===== config.mk =====
export PLATFORM = sky130hd
export DESIGN_NAME = dbg_bus_bridge
export DESIGN_NICKNAME = d
export VERILOG_FILES = /design/src/rtl/dbg_bus_bridge.sv
export SDC_FILE = /design/constraint.sdc
export NUM_CORES = 1
export LEC_CHECK = 0
export ABC_AREA = 1
export BUFFER_PORTS_ARGS = -buffer_cell sky130_fd_sc_hd__buf_2
export CAP_MARGIN = 20
export CORE_UTILIZATION = 57
export DETAILED_ROUTE_END_ITERATION = 8
export GPL_TIMING_DRIVEN = 1
export PLACE_DENSITY = 0.83
export SYNTH_ARGS = -nofsm -noshare
export SYNTH_HDL_FRONTEND = slang
export SYNTH_SLANG_ARGS = --single-unit
export TNS_END_PERCENT = 10

===== constraint.sdc =====
create_clock -name clk_i -period 3.7 [get_ports clk_i]
set_clock_uncertainty 0.15 [all_clocks]
set_input_delay 0.185 -clock clk_i [delete_from_list [all_inputs] [get_ports clk_i]]
set_output_delay 0.185 -clock clk_i [all_outputs]
set_load 0.02 [all_outputs]

===== src/rtl/dbg_bus_bridge.sv =====
// dbg_bus_bridge: byte-command stream to single-beat bus initiator.
// Frame: cmd byte {write, 00000, hb}, 4 address bytes (LSB first),
// 4 write-data bytes when write. Response bytes stream out on tx_*.
// Optional macro DBG_BUS_BRIDGE_TIMEOUT_EN adds a grant-wait timeout.
module dbg_bus_bridge #(
    parameter int unsigned TIMEOUT_CYCLES = 255,
    parameter logic [7:0]  ACK_BYTE       = 8'hA5
) (
    input  logic        clk_i,
    input  logic        rst_ni,
    input  logic        rx_valid_i,
    input  logic [7:0]  rx_data_i,
    output logic [7:0]  tx_data_o,
    output logic        tx_valid_o,
    input  logic        tx_ready_i,
    output logic        bus_req_o,
    input  logic        bus_gnt_i,
    output logic [31:0] bus_addr_o,
    output logic [31:0] bus_wdata_o,
    output logic        bus_we_o,
    output logic        bus_re_o,
    output logic [1:0]  bus_hb_o,
    output logic [7:0]  bus_ce_o,
    input  logic [31:0] bus_rdata_i,
    output logic        busy_o
);

    typedef enum logic [2:0] {
        S_IDLE,
        S_ADDR,
        S_DATA,
        S_BUS,
        S_RESP
    } state_t;

    localparam logic [7:0] BAD_CMD_BYTE = 8'hEF;

    state_t      state_q, state_d;
    logic [1:0]  cnt_q, cnt_d;        // byte index within ADDR/DATA/RESP
    logic        write_q, write_d;
    logic [1:0]  hb_q, hb_d;
    logic [31:0] addr_q, addr_d;
    logic [31:0] wdata_q, wdata_d;
    logic [31:0] resp_q, resp_d;      // response bytes, LSB sent first
    logic [1:0]  last_q, last_d;      // index of final response byte

`ifdef DBG_BUS_BRIDGE_TIMEOUT_EN
    localparam logic [7:0] TMO_LIMIT = 8'(TIMEOUT_CYCLES);
    localparam logic [7:0] TMO_BYTE  = 8'hEE;
    logic [7:0]  tmo_q, tmo_d;
`endif

    // State register and datapath flops, all cleared asynchronously.
    always_ff @(posedge clk_i or negedge rst_ni) begin
        if (!rst_ni) begin
            state_q <= S_IDLE;
            cnt_q   <= '0;
            write_q <= 1'b0;
            hb_q    <= '0;
            addr_q  <= '0;
            wdata_q <= '0;
            resp_q  <= '0;
            last_q  <= '0;
`ifdef DBG_BUS_BRIDGE_TIMEOUT_EN
            tmo_q   <= '0;
`endif
        end else begin
            state_q <= state_d;
            cnt_q   <= cnt_d;
            write_q <= write_d;
            hb_q    <= hb_d;
            addr_q  <= addr_d;
            wdata_q <= wdata_d;
            resp_q  <= resp_d;
            last_q  <= last_d;
`ifdef DBG_BUS_BRIDGE_TIMEOUT_EN
            tmo_q   <= tmo_d;
`endif
        end
    end

    // Next-state logic: frame parsing, bus handshake, response streaming.
    always_comb begin
        state_d = state_q;
        cnt_d   = cnt_q;
        write_d = write_q;
        hb_d    = hb_q;
        addr_d  = addr_q;
        wdata_d = wdata_q;
        resp_d  = resp_q;
        last_d  = last_q;
`ifdef DBG_BUS_BRIDGE_TIMEOUT_EN
        tmo_d   = '0;
`endif
        unique case (state_q)
            S_IDLE: begin
                if (rx_valid_i) begin
                    cnt_d = '0;
                    if (rx_data_i[6:2] != 5'd0) begin
                        resp_d  = {24'h0, BAD_CMD_BYTE};
                        last_d  = 2'd0;
                        state_d = S_RESP;
                    end else begin
                        write_d = rx_data_i[7];
                        hb_d    = rx_data_i[1:0];
                        state_d = S_ADDR;
                    end
                end
            end
            S_ADDR: begin
                if (rx_valid_i) begin
                    addr_d[{cnt_q, 3'b000} +: 8] = rx_data_i;
                    cnt_d = cnt_q + 2'd1;
                    if (cnt_q == 2'd3) begin
                        cnt_d   = '0;
                        state_d = write_q ? S_DATA : S_BUS;
                    end
                end
            end
            S_DATA: begin
                if (rx_valid_i) begin
                    wdata_d[{cnt_q, 3'b000} +: 8] = rx_data_i;
                    cnt_d = cnt_q + 2'd1;
                    if (cnt_q == 2'd3) begin
                        cnt_d   = '0;
                        state_d = S_BUS;
                    end
                end
            end
            S_BUS: begin
                // Grant takes priority over a coincident timeout.
                if (bus_gnt_i) begin
                    cnt_d   = '0;
                    state_d = S_RESP;
                    if (write_q) begin
                        resp_d = {24'h0, ACK_BYTE};
                        last_d = 2'd0;
                    end else begin
                        resp_d = bus_rdata_i;
                        last_d = 2'd3;
                    end
                end
`ifdef DBG_BUS_BRIDGE_TIMEOUT_EN
                else if (tmo_q + 8'd1 == TMO_LIMIT) begin
                    cnt_d   = '0;
                    resp_d  = {24'h0, TMO_BYTE};
                    last_d  = 2'd0;
                    state_d = S_RESP;
                end else begin
                    tmo_d = tmo_q + 8'd1;
                end
`endif
            end
            S_RESP: begin
                if (tx_ready_i) begin
                    cnt_d = cnt_q + 2'd1;
                    if (cnt_q == last_q) begin
                        cnt_d   = '0;
                        state_d = S_IDLE;
                    end
                end
            end
            default: begin
                state_d = S_IDLE;
                cnt_d   = '0;
            end
        endcase
    end

    // Outputs decode from registered state so reset clears them at once.
    always_comb begin
        bus_req_o   = (state_q == S_BUS);
        bus_we_o    = bus_req_o & write_q;
        bus_re_o    = bus_req_o & ~write_q;
        bus_ce_o    = bus_req_o ? (8'd1 << addr_q[30:28]) : 8'd0;
        bus_hb_o    = hb_q;
        bus_addr_o  = addr_q;
        bus_wdata_o = wdata_q;
        tx_valid_o  = (state_q == S_RESP);
        tx_data_o   = resp_q[{cnt_q, 3'b000} +: 8];
        busy_o      = (state_q != S_IDLE);
    end

endmodule


==> metrics.md <==
| Metric | Value |
|---|---|
| Final cell count without fillers | `904` |
| DIE HEIGHT | `between 90 and 100 µm` |
| Final hold violation count | `0` |
| Startpoint Class | `register` |
| HPWL after DPL | `around 8.9 mm` |
| Drt pass-1 iters | `5` |
| Routability cong. | `0.8902` |
| Fill cell count | `636` |
| Worst-skew pair later-pin latency | `roughly 0.37 ns` |
| CTS Root Cell | `clkbuf_8` |
| Synthesis-stage register bit count | `105` |
| Worst reg2reg setup slack | `1.25 ns` |
| Synth area leaders | `dfrtp_1, nand2_1, o21ai_0` |
| Most frequent cells after synthesis | `nand2_1, dfrtp_1, o21ai_0` |
| Sequence of cells on the critical path | `nand2_1 -> nor2_1 -> inv_2 -> nor2_4 -> buf_2` |
| DR iter-0 viols | `299` |
| Post-route minimum period | `2.817 ns` |
| Nets | `between 800 and 900` |
| Share of layout cells above drive strength 1 | `21.15%` |
| Placement Rows | `33` |
| R2R cell count | `8` |
| Grt met3 use | `6.300%` |
| Reg-to-Reg Start | `state_q[0]$_DFFE_PN0P_` |
| Yosys cell types | `21` |
| Synth top area share | `between 50 and 60%` |
| Routed len/inst | `around 15 µm` |
| Worst path max stage delay | `0.53 ns` |
| CP arrival | `2.48 ns` |
| H-tree levels | `3` |
| Register area | `~2600 µm²` |
| Worst VDD drop | `0.5064 mV` |
| Fraction of the cycle the final worst path needs | `76.12%` |
| Register area share after synthesis | `52.91%` |
| CP max FO | `27` |
| Critical Path RT | `roughly 3.4 ns` |
| Placed Instances | `856` |
| Top_reg_cell synth | `dfrtp_1` |
| Total CTS buffers | `9` |
| Area of the core | `between 8000 and 9000 µm²` |
| Critical path type | `reg2out` |
| First-pass GRT wire length | `between 20 and 25 mm` |
| Crit end category | `output pin` |
| Max Cap Viol | `0` |
| Area growth syn-to-layout | `24.97%` |
| Max transition margin | `approximately 53%` |
| CTS max path bufs | `2` |
| DR vias/cell | `5.512` |
| Mean post-synth cell area | `7.723 µm²` |
| CP bufs+invs | `2` |
| Critical R2R Capture | `resp_q[27]$_DFFE_PN0P_` |
| Number of gates resized after CTS | `0` |
| Initial Utilization | `59.54%` |
| Async SR Flop Fraction | `100.0%` |
| Met1 usage | `39.40%` |
| LEAKAGE | `~3.6 nW` |
| Vias in the first global route | `4585` |
| Minimum hold slack | `between 0.008 and 0.009 ns` |
| DRC violations left | `0` |
| Port Buffer Count | `131` |
| ANT cells | `0` |
| Worst Hold Class | `in2async` |
| Post-CTS Setup Bufs | `0` |
| Clock sink count | `about 110` |
| PnR Total Power | `3.790 mW` |
| Fmax | `355.0 MHz` |
| Largest net degree at the start of global routing | `a little over 80` |
| Cells after Synth | `643` |
| Cell Pwr Density | `610.8 nW/µm²` |
| Initial antenna violation count | `0` |
| Cell taking the most area after synthesis | `dfrtp_1` |
| DRT antenna net count | `0` |
| Met2 usage | `50.48%` |
| Net Count, Synth | `693` |
| Worst path top cell family by delay | `simple AND/OR/NAND/NOR gates` |
| RSZ-0062 raised after global routing | `false` |
| Global route overflow | `0` |
| Routed WL | `13.19 mm` |
| Width of the die | `95.34 µm` |
| CTS tree | `done` |
| Final setup violation count | `0` |
| Post-synth EDFFs | `0` |
| Setup tns final | `0 ns` |
| Area occupied by multi-input gates | `between 2000 and 2500 µm²` |
| Reg clk slew, reported paths | `0.11 ns` |
| Via count | `4983` |
| Worst path slowest cell | `dfrtp_1` |
| Netlist area before placement | `~5000 µm²` |
| Global route hottest layer | `met2` |
| Count leader, synth | `nand2_1` |
| Status | `complete, no violations` |
| Hold_buf cts | `31` |
| Yosys warnings | `0` |
| Least-Margin Pin Slew | `0.6989 ns` |
| Final slew viol count | `0` |
| Num ports | `132` |
| Overall die area | `9090 µm²` |
| GRT Util Overall | `30.22%` |
[layout make-up]
type | count | area share [%]
sequential | 105 | 42.34
clock buffer | 9 | 1.996
inverter | 31 | 1.875
multi-input combinational | 480 | 33.89
timing repair buffer | 167 | 16.53
tap | 105 | 2.117
clock inverter | 7 | 1.250
[metal layers]
metal	part of all wire, %	up-vias	routed length, µm
li1	-	2353	-
met1	41	2382	5469
met2	49	219	6409
met3	7.8	29	1026
met4	2.1	0	280
met5	0	-	0
[sequential cells by signal, summed over array words and instances (netlist names)]
name,cells
write_q,1
bus_hb_o,2
resp_q,32
last_q,1
bus_addr_o,32
bus_wdata_o,32
state_q,3
cnt_q,2
[cell usage in the layout (no fill, tap or decap), types with 2 or more instances in the layout]
| cell | count |
|---|---|
| buf_2 | 130 |
| buf_4 | 5 |
| clkbuf_8 | 9 |
| clkinv_2 | 2 |
| clkinv_4 | 2 |
| dfrtp_1 | 105 |
| dlygate4sd3_1 | 31 |
| ha_1 | 5 |
| inv_1 | 27 |
| inv_2 | 4 |
| nand2_1 | 246 |
| nand3_1 | 49 |
| nand3_2 | 2 |
| nor2_1 | 72 |
| nor2_2 | 6 |
| nor2_4 | 2 |
| o21ai_0 | 81 |
| o21ai_1 | 5 |
| o22ai_1 | 8 |
[report_power, final]
group          internal, mW  leakage, nW  switching, mW  total [mW]
sequential             1.31         1.42          0.118        1.42
clock                 0.321        0.105          0.414       0.734
combinational         0.451         2.06           1.18        1.63
total                  2.08         3.58           1.71        3.79
[logic make-up after synthesis]
group           synth area share [%]
simple gates                   30.94
fa+ha+maj                      1.260
compound gates                 10.15
flops                          52.91
buf+inv                        4.737
[worst max-delay path by stage]
stage                                      start                         to  slack [ns]  cells after the start
final                     state_q[0]$_DFFE_PN0P_                   bus_re_o        0.88                      5
after global placement    state_q[0]$_DFFE_PN0P_                   bus_re_o        1.41                      5
after global routing      state_q[0]$_DFFE_PN0P_                   bus_re_o        0.70                      5
after floorplan             cnt_q[0]$_DFFE_PN0P_  bus_addr_o[0]$_DFFE_PN0P_        1.80                      8
after CTS                 state_q[0]$_DFFE_PN0P_                   bus_re_o        0.90                      5
after detailed placement  state_q[0]$_DFFE_PN0P_     resp_q[27]$_DFFE_PN0P_        1.30                      8
[stage by stage]
stage,worst slack [ns],util (%),instance area [µm²]
6_report,0.8834,74.41,6206
5_1_grt,0.7029,74.41,6206
4_1_cts,0.9041,74.08,6178
3_5_place_dp,1.298,67.94,5667
3_3_place_gp,1.409,67.94,5667
2_1_floorplan,1.804,-,4966
Note: power is estimated with default switching activity, not from simulation.
